===== src/rtl/seg7_scan_ctrl.sv =====
// Multiplexed seven-segment scan controller with a double-buffered digit register, load/ready
// handshake, per-digit enables, PWM brightness and a frame tick. SEG7_LZB_EN adds leading-zero blanking.
module seg7_scan_ctrl #(
  parameter int unsigned DIGITS   = 8,
  parameter int unsigned SCAN_DIV = 32768,
  parameter int unsigned PWM_BITS = 4
) (
  input  logic                  clk,
  input  logic                  resetn,
  input  logic                  load,
  output logic                  ready,
  input  logic [4*DIGITS-1:0]   data,
  input  logic [DIGITS-1:0]     dp_in,
  input  logic [DIGITS-1:0]     digit_en,
  input  logic [PWM_BITS-1:0]   brightness,
  output logic [DIGITS-1:0]     an,
  output logic [6:0]            seg,
  output logic                  dp,
  output logic                  frame_tick
);

  localparam int unsigned PreW = (SCAN_DIV > 1) ? $clog2(SCAN_DIV) : 1;
  localparam int unsigned IdxW = (DIGITS > 1) ? $clog2(DIGITS) : 1;
  localparam logic [PreW-1:0] PreLast = PreW'(SCAN_DIV - 1);
  localparam logic [IdxW-1:0] IdxLast = IdxW'(DIGITS - 1);

  logic [PreW-1:0]     pre_q;
  logic [IdxW-1:0]     idx_q;
  logic [PWM_BITS-1:0] pwm_q;
  logic [4*DIGITS-1:0] disp_data_q, pend_data_q;
  logic [DIGITS-1:0]   disp_dp_q, pend_dp_q;
  logic                pend_valid_q;
  logic [DIGITS-1:0]   an_q;
  logic [6:0]          seg_q;
  logic                dp_q;
  logic                tick_q;

  logic                scan_wrap;
  logic                frame_end;
  logic                accept;
  logic                pwm_on;
  logic                lit;
  logic [3:0]          cur_nib;
  logic [DIGITS-1:0]   blank;
  logic [DIGITS-1:0]   an_sel;

  function automatic logic [6:0] seg_decode(input logic [3:0] nib);
    logic [6:0] s;
    case (nib)
      4'h0: s = 7'h40;
      4'h1: s = 7'h79;
      4'h2: s = 7'h24;
      4'h3: s = 7'h30;
      4'h4: s = 7'h19;
      4'h5: s = 7'h12;
      4'h6: s = 7'h02;
      4'h7: s = 7'h78;
      4'h8: s = 7'h00;
      4'h9: s = 7'h10;
      4'hA: s = 7'h08;
      4'hB: s = 7'h03;
      4'hC: s = 7'h46;
      4'hD: s = 7'h21;
      4'hE: s = 7'h06;
      default: s = 7'h0E;
    endcase
    return s;
  endfunction

`ifdef SEG7_LZB_EN
  // Walk down from the MSB; a digit stays blank while every digit above it is a bare zero.
  logic lead;
  always_comb begin
    blank = '0;
    lead  = 1'b1;
    for (int i = DIGITS - 1; i > 0; i--) begin
      lead     = lead && (disp_data_q[4*i +: 4] == 4'h0) && !disp_dp_q[i];
      blank[i] = lead;
    end
  end
`else
  assign blank = '0;
`endif

  assign scan_wrap = (pre_q == PreLast);
  assign frame_end = scan_wrap && (idx_q == IdxLast);
  assign accept    = load && !pend_valid_q;
  assign pwm_on    = (&brightness) || (pwm_q < brightness);
  assign lit       = digit_en[idx_q] && pwm_on && !blank[idx_q];
  assign cur_nib   = disp_data_q[{idx_q, 2'b00} +: 4];
  assign an_sel    = DIGITS'(1) << idx_q;

  always_ff @(posedge clk) begin
    if (!resetn) begin
      pre_q        <= '0;
      idx_q        <= '0;
      pwm_q        <= '0;
      disp_data_q  <= '0;
      disp_dp_q    <= '0;
      pend_data_q  <= '0;
      pend_dp_q    <= '0;
      pend_valid_q <= 1'b0;
      an_q         <= '1;
      seg_q        <= 7'h7F;
      dp_q         <= 1'b1;
      tick_q       <= 1'b0;
    end else begin
      pre_q  <= scan_wrap ? '0 : pre_q + 1'b1;
      pwm_q  <= pwm_q + 1'b1;
      tick_q <= frame_end;
      if (scan_wrap) begin
        idx_q <= (idx_q == IdxLast) ? '0 : idx_q + 1'b1;
      end
      // A load taken on the boundary lands in pending only, so it waits a full frame.
      if (frame_end && pend_valid_q) begin
        disp_data_q  <= pend_data_q;
        disp_dp_q    <= pend_dp_q;
        pend_valid_q <= 1'b0;
      end else if (accept) begin
        pend_data_q  <= data;
        pend_dp_q    <= dp_in;
        pend_valid_q <= 1'b1;
      end
      if (lit) begin
        an_q  <= ~an_sel;
        seg_q <= seg_decode(cur_nib);
        dp_q  <= ~disp_dp_q[idx_q];
      end else begin
        an_q  <= '1;
        seg_q <= 7'h7F;
        dp_q  <= 1'b1;
      end
    end
  end

  assign ready      = ~pend_valid_q;
  assign an         = an_q;
  assign seg        = seg_q;
  assign dp         = dp_q;
  assign frame_tick = tick_q;

endmodule

===== config.mk =====
export PLATFORM = sky130hd
export DESIGN_NAME = seg7_scan_ctrl
export DESIGN_NICKNAME = d
export VERILOG_FILES = /design/src/rtl/seg7_scan_ctrl.sv
export SDC_FILE = /design/constraint.sdc
export NUM_CORES = 1
export LEC_CHECK = 0
export ABC_CLOCK_PERIOD_IN_PS = 2250
export BUFFER_PORTS_ARGS = -buffer_cell sky130_fd_sc_hd__buf_2
export CAP_MARGIN = 20
export CORE_MARGIN = 2
export CORE_UTILIZATION = 50
export CTS_CLUSTER_SIZE = 28
export DETAILED_ROUTE_END_ITERATION = 6
export PLACE_DENSITY = 0.83
export REMOVE_ABC_BUFFERS = 1
export SLEW_MARGIN = 20
export SYNTH_ARGS = -nofsm -noshare
export SYNTH_HDL_FRONTEND = slang
export SYNTH_SLANG_ARGS = --single-unit

===== constraint.sdc =====
create_clock -name clk -period 2.25 [get_ports clk]
set_clock_uncertainty 0.1 [all_clocks]
set_input_delay 0.225 -clock clk [delete_from_list [all_inputs] [get_ports clk]]
set_output_delay 0.225 -clock clk [all_outputs]
set_load 0.03 [all_outputs]

**Word-level counts from Yosys, hierarchy flattened**

Memory sizes are Yosys's and may differ from the RTL's. A register that Yosys moved wholly into a read port is not among the register bits.
Index checks and enable logic that the tools add are counted.

- Input bits: 55
- ROM bits: 120
- Memories: 2
- Register bits after elaboration: 113
- Logic and storage cells: 49
- Output and inout port bits: 18

- Equal/unequal tests: 2
- $add $sub $neg: 3
- Muxes and demuxes: 8
- $lt $le $gt $ge: 2
- Reduce and logical (&&, ||, !) cells: 14
- Bitwise logic cells: 5
- Shift operators: 2

Memories:

| memory | words | width | read ports | clocked after memory_dff | write ports | RTL line | RTL |
|---|---|---|---|---|---|---|---|
| (no name shown) | 16 | 7 | 1 | 1 | 0 | 49 | `case (nib)` |
| (no name shown) | 8 | 1 | 1 | 1 | 0 | 89 | `assign lit = digit_en[idx_q] && pwm_on && !blank[idx_q];` |

Operator list:

| cell | number |
|---|---|
| indexed part select 32 x 6 -> 4 bit | 1 |
| adder 15 x 1 -> 15 bit (second input constant) | 1 |
| == test 15 bit (second input constant) | 1 |
| two-way mux 3 bit | 3 |
| NOT 8 bit | 1 |
| << shifter 1 x 3 -> 8 bit (first input constant) | 1 |
| binary-select mux 1 bit (select 3 bit) | 2 |
| logical AND 1 bit | 5 |
| adder 4 x 1 -> 4 bit (second input constant) | 1 |
| < comparator 3 x 4 -> 1 bit (second input constant) | 1 |
| < comparator 4 bit | 1 |
| NOT 1 bit | 4 |
| AND reduction 2 bit | 2 |
| AND reduction 4 bit | 1 |
| OR reduction 2 bit | 2 |
| adder 3 x 1 -> 3 bit (second input constant) | 1 |
| == test 3 bit (second input constant) | 1 |
| zero test 1 bit | 3 |
| two-way mux 1 bit | 3 |
| logical OR 1 bit | 1 |

**Depth between registers and ports, before layout**

Gate-level depths: netlist of the first run.

- Depth in word-level cells: 6
- Depth in mapped cells: 10
- Gate-level depth less buffers: 9

**Worst setup path before layout of the first run**

OpenSTA, ideal clock, no wires.

- Kind: register to register
- Start: register idx_q[1]
- End: register seg_q[3], in the netlist seg[3]
- Buffers on the path: 1
- Path slack: 132 ps
- Arrival time: 1,885 ps
- Stages on the path, launching flop included: 11
- Data required time: 2,017 ps
- Clock period less this slack: 2,118 ps
- Library setup time: 133 ps
- Path through: dfxtp_1 -> buf_2 -> mux4_2 -> nand2_1 -> and2_1 -> inv_1 -> ha_1 -> inv_1 -> nor2_1 -> a211oi_1 -> o21ai_1

- Longest elaborated chain between the ends: 6
- Elaborated cells between the ends (all ways): 7
- Those cells by class: 1 x shift; 2 x mux; 4 x reduce/logical

RTL lines:

| what | RTL line | RTL |
|---|---|---|
| start, declared | 28 | `logic [IdxW-1:0] idx_q;` |
| start signal, assigned | 112 | `idx_q <= (idx_q == IdxLast) ? '0 : idx_q + 1'b1;` |
| binary-select mux 1 bit (select 3 bit) | 89 |  |
| two-way mux 1 bit (not written as such) | 89 |  |
| logical AND 1 bit (2 in series) | 89 |  |
| AND reduction 2 bit (no line) | - |  |
| zero test 1 bit (no line) | - |  |
| end, declared | 34 | `logic [6:0] seg_q;` |

Parallel ways exist; a longest one is shown, timed or not. The select of a mux whose other input is x is not followed.
A chain may end at the register's enable or synchronous reset.

**Worst setup path in the final report of the first run**

Ends and elaborated chain as after synthesis.

==> results of run 1 <==
[tightest hold or removal path: stages]
cell and delay, ns:
buf_2 0.12, buf_4 0.22, o211a_1 0.15
[path summary, 6_finish.rpt]
path | endpoint | slack, ns | cells after the start
hold / removal | pend_valid_q | 0.16 | 3
setup / recovery | seg[3] | 0.11 | 9
hold reg to reg | pre_q[0] | 0.35 | 1
setup reg to reg | seg[3] | 0.11 | 9
[placed cells by master (no fill, tap or decap), drive strengths merged, types with 2 or more instances in the layout]
cell,count
a211oi,2
a21oi,41
and2,3
and3,5
and4,2
buf,88
clkbuf,25
dfxtp,120
dlygate4sd3,41
ha,16
inv,13
mux2,2
mux2i,5
mux4,12
nand2,142
nand2b,3
nand3,52
nand4,2
nor2,22
nor3,2
o211a,2
o211ai,2
o21ai,41
o221ai,4
xnor2,8
xor2,8
[synthesized netlist by cell type (2+ instances only)]
library cell / count / area [µm²]
buf_4: 2 / 15.0
xnor2_1: 8 / 70.1
nand4_1: 2 / 12.5
buf_6: 2 / 22.5
mux2i_4: 2 / 45.0
nand2_1: 142 / 533
mux4_2: 6 / 135
and3_1: 5 / 31.3
xor2_1: 8 / 70.1
o211a_1: 2 / 20.0
inv_1: 11 / 41.3
a21oi_1: 41 / 205
and2_1: 3 / 18.8
ha_1: 16 / 200
and4_1: 2 / 17.5
a211oi_1: 2 / 15.0
mux4_1: 6 / 158
mux2_2: 2 / 22.5
nor2_1: 22 / 82.6
o21ai_0: 40 / 200
buf_1: 5 / 18.8
nand2b_1: 3 / 18.8
mux2i_1: 3 / 30.0
o221ai_1: 4 / 35.0
dfxtp_1: 120 / 2400
inv_2: 2 / 7.51
nand3_1: 52 / 260
nor3_1: 2 / 10.0
buf_2: 3 / 15.0
o211ai_1: 2 / 15.0
clkbuf_1: 27 / 101
[power breakdown]
group | internal, mW | leakage (nW) | switching (mW)
clock network | 1.55 | 0.256 | 0.842
logic | 0.153 | 1.32 | 0.175
registers | 2.19 | 0.978 | 0.0329
[cells by family after synthesis]
family                   Yosys count  share of synthesized area (%)
buffers and inverters             52                           4.49
adder cells (fa/ha/maj)           16                           4.06
flip-flops                       120                           48.7
XOR/XNOR                          16                           2.84
AO/OA/AOI/OAI                     97                           11.3
multiplexers                      19                           7.92
AND/OR/NAND/NOR                  237                           20.7
[flip-flops by register name (all words and copies together) (netlist names), 3 cells and up]
| name | flops |
|---|---|
| an | 8 |
| disp_data_q | 32 |
| disp_dp_q | 8 |
| idx_q | 3 |
| pend_data_q | 32 |
| pend_dp_q | 8 |
| pre_q | 15 |
| pwm_q | 4 |
| seg | 7 |
[through the flow]
step	hold slack (ns)	total power, mW	area (µm²)
3_3_place_gp	0.329	2.53	5400
5_1_grt	0.151	5.10	6390
2_1_floorplan	0.247	2.40	4760
3_5_place_dp	0.340	2.54	5400
6_report	0.156	4.94	6390
4_1_cts	0.136	4.96	6340
[final cells by class]
cell class | count | area [µm²] | area share (%)
flip-flops and latches | 120 | 2410 | 37.7
well taps | 133 | 166 | 2.60
repair buffers | 129 | 916 | 14.3
clock inverters | 3 | 42.5 | 0.666
inverters | 13 | 48.8 | 0.764
multi-input cells | 385 | 2320 | 36.4
clock buffers | 25 | 484 | 7.58
[timing repair]
item / in CTS / in global routing
hold buffers: 41 / 0
hold endpoints to repair: 41 / 0
gates resized for setup: 2 / 5
setup endpoints to repair: 6 / 6
buffers inserted: 0 / 2
[routing by layer]
metal	share of wire [%]	wire length, µm
met5	0	0
met4	1.9	197
met3	5.1	539
met2	49	5210
met1	44	4680
==> results.cfg, run 1 <==
[run_status]
status = completed

[job]
maxCapViolations = 0

[clock_tree]
cts_max_level = 4
clk-insertion-delay-late_ns = 0.52
clk_pin_slew_ns = 0.05
clockBufferDepth = 2
numCtsBuffers = 17
clockRootBuffer = clkbuf_8
clock-sinks = 120
cts_tree = done

[critical_path]
critPathBufInv = 2
worstPathMaxFanout = 8
critPathMaxStageDelay_ns = 0.50
cp.arrival_ns = 2.41
r2r_start = idx_q[1]
startpoint = idx_q[1]
path_class = reg2reg
required_ns = 2.53
crit_path_start_kind = flip-flop
crit_top_cell = inv_1
cpMaxStageDelayCell = mux4_2
path_cells = mux4_2 -> nand2_1 -> and2_2 -> inv_1 -> ha_1 -> inv_1 -> nor2_1 -> a211oi_2 -> o21ai_1
endpoint_kind = flip-flop
crit_family = multiplexers

[timing]
fmax_ghz = 0.468
finalHoldViolations = 0
setup_slack_ns = 0.112
min_period_ns = 2.14
tightest_slew_ns = 0.539
finalMaxSlewViolations = 0
slew_headroom_pct = 64.0
rsz0062_at_grt = yes
finalSetupViolations = 0
setup_tns_ns = 0
period_share_pct = 95.0

[global_route]
first_global_vias = 3777
gr-max-usage-layer = met2
use_met3_pct = 6.12
grt_usage_pct = 20.4
grt_pass1_wl_um = 16800
use_met2_pct = 34.1
antenna_found_initial = 0
grt_max_degree = 82
grt.met1_usage_pct = 24.4
overflow = 0

[synthesis]
avgSynthCellArea_um2 = 8.85
ys_types = 41
synthFlopType = dfxtp_1
yosys_warnings = 0
yosys_register_bits = 120
ys_seq_area_share_pct = 48.7
synth_cells = 557
syn_area_um2 = 4930
synth_edf_count = 0
synth-async-reset-ratio_pct = 0

[floorplan]
start_util_pct = 50.9
core_um2 = 9680
die_w_um = 103
io_pins = 73
fp.dieH_um = 103
fp-row-count = 36
dieArea_um2 = 10700

[placement]
portBuffers = 72
numPlacedInstances = 737
dp_slack_ns = -0.163
dp_hpwl_um = 6990
routabilityCongestion = 0.833

[final_layout]
stdcell_count = 808
nFillCells = 758
fin_util_pct = 66.0
synthToLayoutAreaGrowth_pct = 29.7
nNetsFinal = 737
drive_gt1_share_pct = 19.7
insertedDiodeCount = 0

[power_and_ir_drop]
cellLeakagePower_nw = 2.55
powerDensity_nw_per_um2 = 773
peakVddDrop_mv = 0.545

[detailed_routing]
first_pass_iters = 4
drt_wl_total_um = 10600
detail_route.wl_per_cell_um = 13.1
num_vias = 4234
viasPerCell = 5.24
drtIter0Drc = 217
drc = 0
final_antenna_net_count = 0

[hold_path]
min_path_type = in2reg
hold_start = resetn
Note: power is estimated with default switching activity, not from simulation.
==> inputs of run 2 (changes only) <==
--- a/config.mk
+++ b/config.mk
@@ -6,10 +6,11 @@
 export NUM_CORES = 1
 export LEC_CHECK = 0
 export ABC_CLOCK_PERIOD_IN_PS = 2250
-export BUFFER_PORTS_ARGS = -buffer_cell sky130_fd_sc_hd__buf_2
+export BUFFER_PORTS_ARGS = -buffer_cell sky130_fd_sc_hd__buf_4
 export CAP_MARGIN = 20
 export CORE_MARGIN = 2
 export CORE_UTILIZATION = 50
+export CTS_BUF_LIST = sky130_fd_sc_hd__clkbuf_4 sky130_fd_sc_hd__clkbuf_8
 export CTS_CLUSTER_SIZE = 28
 export DETAILED_ROUTE_END_ITERATION = 6
 export PLACE_DENSITY = 0.83
==> results.cfg, run 2 (synthesis results as in run 1) <==
[timing]
whs_ns = 0.0681
rsz0062_at_grt = no
finalSetupViolations = 0
min_period_ns = 2.14
fmax_ghz = 0.467
period_share_pct = 95.2
finalMaxSlewViolations = 0
tightest_slew_ns = 0.625
setup_tns_ns = 0
slew_headroom_pct = 58.3
finalHoldViolations = 0

[final_layout]
drive_gt1_share_pct = 20.7
layout_commonest_cell = nand2_1
insertedDiodeCount = 0
nNetsFinal = 738
finish.instance_area_um2 = 6520
layout_common_cells = 142 x nand2_1, 118 x dfxtp_1, 86 x buf_4
synthToLayoutAreaGrowth_pct = 32.3
largestRegisters = disp_data_q: 32 flops, pend_data_q: 32 flops, pre_q: 15 flops
stdcell_count = 813

[placement]
portBuffers = 72
dpl_cell_area_um2 = 5570
routabilityCongestion = 0.833
numPlacedInstances = 735
dp_hpwl_um = 7040

[global_route]
grt_max_degree = 82
antenna_found_initial = 0
grt_pass1_wl_um = 17400
grt_usage_pct = 21.4
overflow = 0
first_global_vias = 4028

[hold_path]
min_path_type = in2reg
hold_depth = 3

[floorplan]
io_pins = 73
fp.dieH_um = 103
core_um2 = 9680
die_w_um = 103
dieArea_um2 = 10700
start_util_pct = 50.9
fp-row-count = 36

[detailed_routing]
num_vias = 4203
first_pass_iters = 5
drc = 0
drt_wl_total_um = 10700
final_antenna_net_count = 0
drtIter0Drc = 193
detail_route.wl_per_cell_um = 13.2
viasPerCell = 5.17

[critical_path]
critPathMaxStageDelay_ns = 0.51
cp.arrival_ns = 2.34
required_ns = 2.45
path_class = reg2reg
path_cells = mux4_2 -> nand2_1 -> and2_2 -> inv_1 -> ha_1 -> inv_1 -> nor2_1 -> a211oi_2 -> o21ai_1
worstRegToRegCells = 9
worstPathMaxFanout = 7
cpMaxStageDelayCell = mux4_2
crit_top_cell = inv_1
reg2reg_slack_ns = 0.11
endpoint_kind = flip-flop
crit_path_start_kind = flip-flop

[clock_tree]
cts_max_level = 4
clk-insertion-delay-late_ns = 0.44
clk_pin_slew_ns = 0.06
cts_tree = done
clockRootBuffer = clkbuf_8
numCtsBuffers = 17
clock-sinks = 120
clockBufferDepth = 2

[power_and_ir_drop]
finalPower_mw = 4.76
cellLeakagePower_nw = 2.62
powerDensity_nw_per_um2 = 731
peakVddDrop_mv = 0.319

[job]
maxCapViolations = 0

[run_status]
status = completed
-- run 2: what timing repair did --
item,4_1_cts,5_1_grt
hold buffers,41,0
setup endpoints to repair,4,42
buffers inserted,0,5
resized for setup,3,3
cloned,0,0
hold endpoints to repair,41,0
-- run 2: layout make-up --
cell class	instances	area, µm²
fill	726	3170
timing repair buffer	130	1120
multi-input combinational	385	2320
sequential	120	2410
clock buffer	24	318
inverter	13	48.8
tap	133	166
clock inverter	8	140
-- run 2: path summary, 6_finish.rpt --
kind                   start               to
max                 idx_q[1]           seg[3]
max reg2reg         idx_q[1]           seg[3]
min reg2reg  pend_data_q[18]  disp_data_q[18]
min                   resetn   disp_data_q[1]
-- run 2: worst max-delay path, delay by kind of cell, from the launching register on --
kind	cells	cell delay, ns
simple gates	3	0.33
compound gates	2	0.25
buf+inv	2	0.19
fa+ha+maj	1	0.25
flops	1	0.40
mux	1	0.51
-- run 2: per-stage QoR --
| stage | setup slack (ns) | utilization (%) |
|---|---|---|
| finish | 0.109 | 67.3 |
| global route | 0.00501 | 67.3 |
| global placement | 0.0156 | 57.5 |
| CTS | 0.0335 | 66.5 |
| detailed placement | -0.188 | 57.5 |
| floorplan | -1.12 | - |
-- run 2: metal layers --
metal  up-vias  wire length (µm)  track usage [%]
met4         0               258             11.8
met2       126              5330             37.3
li1       2104                 -                -
met3        29               515             6.05
met1      1944              4600             23.3
met5         -                 0                0
-- run 2: power breakdown --
group | leakage (nW) | internal (mW) | total, mW | switching, mW
clock | 0.240 | 1.37 | 2.19 | 0.812
sequential | 0.978 | 2.18 | 2.22 | 0.0338
combinational | 1.40 | 0.183 | 0.360 | 0.176
==> inputs of run 3 (changes only) <==
--- a/config.mk
+++ b/config.mk
@@ -8,12 +8,12 @@
 export ABC_CLOCK_PERIOD_IN_PS = 2250
 export BUFFER_PORTS_ARGS = -buffer_cell sky130_fd_sc_hd__buf_4
 export CAP_MARGIN = 20
-export CORE_MARGIN = 2
-export CORE_UTILIZATION = 50
+export CORE_MARGIN = 5
+export CORE_UTILIZATION = 40
 export CTS_BUF_LIST = sky130_fd_sc_hd__clkbuf_4 sky130_fd_sc_hd__clkbuf_8
 export CTS_CLUSTER_SIZE = 28
 export DETAILED_ROUTE_END_ITERATION = 6
-export PLACE_DENSITY = 0.83
+export PLACE_DENSITY = 0.71
 export REMOVE_ABC_BUFFERS = 1
 export SLEW_MARGIN = 20
 export SYNTH_ARGS = -nofsm -noshare
==> results.cfg, run 3 (synthesis results as in run 1) <==
[detailed_routing]
drt_wl_total_um = 10700
viasPerCell = 4.76
final_antenna_net_count = 0
num_vias = 4070
drc = 0
drtIter0Drc = 237
first_pass_iters = 4
detail_route.wl_per_cell_um = 12.5

[power_and_ir_drop]
finalPower_mw = 4.58
power_switching_share_pct = 22.9
p_sw_mw = 1.05
power_frac_comb_pct = 7.8
p_clk_share_pct = 43.8
powerDensity_nw_per_um2 = 698
peakVddDrop_mv = 0.392
seqPwrFrac_pct = 48.4
p_int_mw = 3.53
cellLeakagePower_nw = 2.60

[clock_tree]
clockRootBuffer = clkbuf_8
numCtsBuffers = 17
cts_max_level = 4
clk-insertion-delay-late_ns = 0.43
clock-sinks = 120
clk_pin_slew_ns = 0.07
clockBufferDepth = 2
cts_tree = done

[critical_path]
reg2reg_slack_ns = 0.08
endpoint_kind = flip-flop
cp.depth = 7
worstPathMaxFanout = 4
crit_family = multiplexers
path_cells = buf_4 -> mux4_2 -> mux2_4 -> inv_2 -> ha_1 -> o211a_1 -> o21ai_1
cpMaxStageDelayCell = mux4_2
r2r_start = idx_q[1]
required_ns = 2.51
crit_path_start_kind = flip-flop
cp.arrival_ns = 2.43
worstRegToRegCells = 7
critPathMaxStageDelay_ns = 0.48
startpoint = idx_q[1]
crit_path_end = seg[3]
rr_endpoint = seg[3]
path_class = reg2reg
critPathBufInv = 2

[global_route]
antenna_found_initial = 0
grt_usage_pct = 14.8
overflow = 0
first_global_vias = 3893
grt_max_degree = 82
grt_pass1_wl_um = 17500

[hold_path]
min_path_type = in2reg
hold_depth = 3

[floorplan]
dieArea_um2 = 14600
io_pins = 73
fp.dieH_um = 121
core_um2 = 12100
fp-row-count = 40
die_w_um = 121
start_util_pct = 40.9

[final_layout]
layout_common_cells = 142 x nand2_1, 118 x dfxtp_1, 94 x buf_4
nNetsFinal = 745
fin_util_pct = 54.4
synthToLayoutAreaGrowth_pct = 33.1
stdcell_count = 855
multi_input_area_um2 = 2320
largestRegisters = disp_data_q: 32 flops, pend_data_q: 32 flops, pre_q: 15 flops
layout_commonest_cell = nand2_1
drive_gt1_share_pct = 21.5
regArea_um2 = 2410
insertedDiodeCount = 0
nFillCells = 1104
finish.instance_area_um2 = 6560

[timing]
fmax_ghz = 0.461
setup_tns_ns = 0
finalSetupViolations = 0
slew_headroom_pct = 66.5
min_period_ns = 2.17
finalMaxSlewViolations = 0
rsz0062_at_grt = no
period_share_pct = 96.5
finalHoldViolations = 0
tightest_slew_ns = 0.503

[placement]
routabilityCongestion = 0.861
dp_hpwl_um = 7350
portBuffers = 72
numPlacedInstances = 773
dpl_cell_area_um2 = 5650

[job]
maxCapViolations = 0

[run_status]
status = completed
## run 3: metrics by stage
stage	setup slack [ns]	hold slack (ns)
global placement	0.0646	0.327
global route	0.00540	0.122
floorplan	-1.12	0.247
detailed placement	-0.104	0.338
CTS	0.0134	0.0899
finish	0.0799	0.114
## run 3: area by class of cell
cell class	instances	area share [%]
timing repair buffer	137	17.6
inverter	13	0.744
sequential	120	36.7
multi-input combinational	385	35.3
clock inverter	12	2.29
tap	168	3.20
clock buffer	20	4.10
## run 3: repair_timing
item / CTS / global route
hold buffers: 41 / 0
setup endpoints to repair: 3 / 3
endpoints found under the hold margin: 41 / 0
buffers inserted: 0 / 9
gates resized for setup: 3 / 4
## run 3: worst min-delay path, stage by stage
cell and delay (ns):
buf_4 0.21, nand2_1 0.10, o21ai_0 0.06
## run 3: how the worst min path moves through the flow
stage,startpoint,endpoint,slack (ns)
finish,resetn,disp_data_q[31],0.11
global route,resetn,disp_data_q[31],0.12
CTS,resetn,disp_data_q[31],0.09
detailed placement,pre_q[0],pre_q[0],0.34
global placement,pre_q[0],pre_q[0],0.33
floorplan,resetn,pwm_q[1],0.25
## run 3: layer usage
metal | vias to the layer above | share of wire, % | track usage, %
li1 | 2124 | - | -
met1 | 1831 | 45 | 18.5
met2 | 100 | 48 | 24.7
met3 | 15 | 5.5 | 3.78
met4 | 0 | 1.5 | 5.24
met5 | - | 0 | 0
## run 3: power by group through the flow
stage,sequential (mW),combinational (mW),clock (mW)
floorplan,2.27,0.127,0
global placement,2.26,0.298,0
detailed placement,2.26,0.304,0
CTS,2.22,0.361,2.04
global route,2.22,0.398,2.14
finish,2.21,0.359,2.00
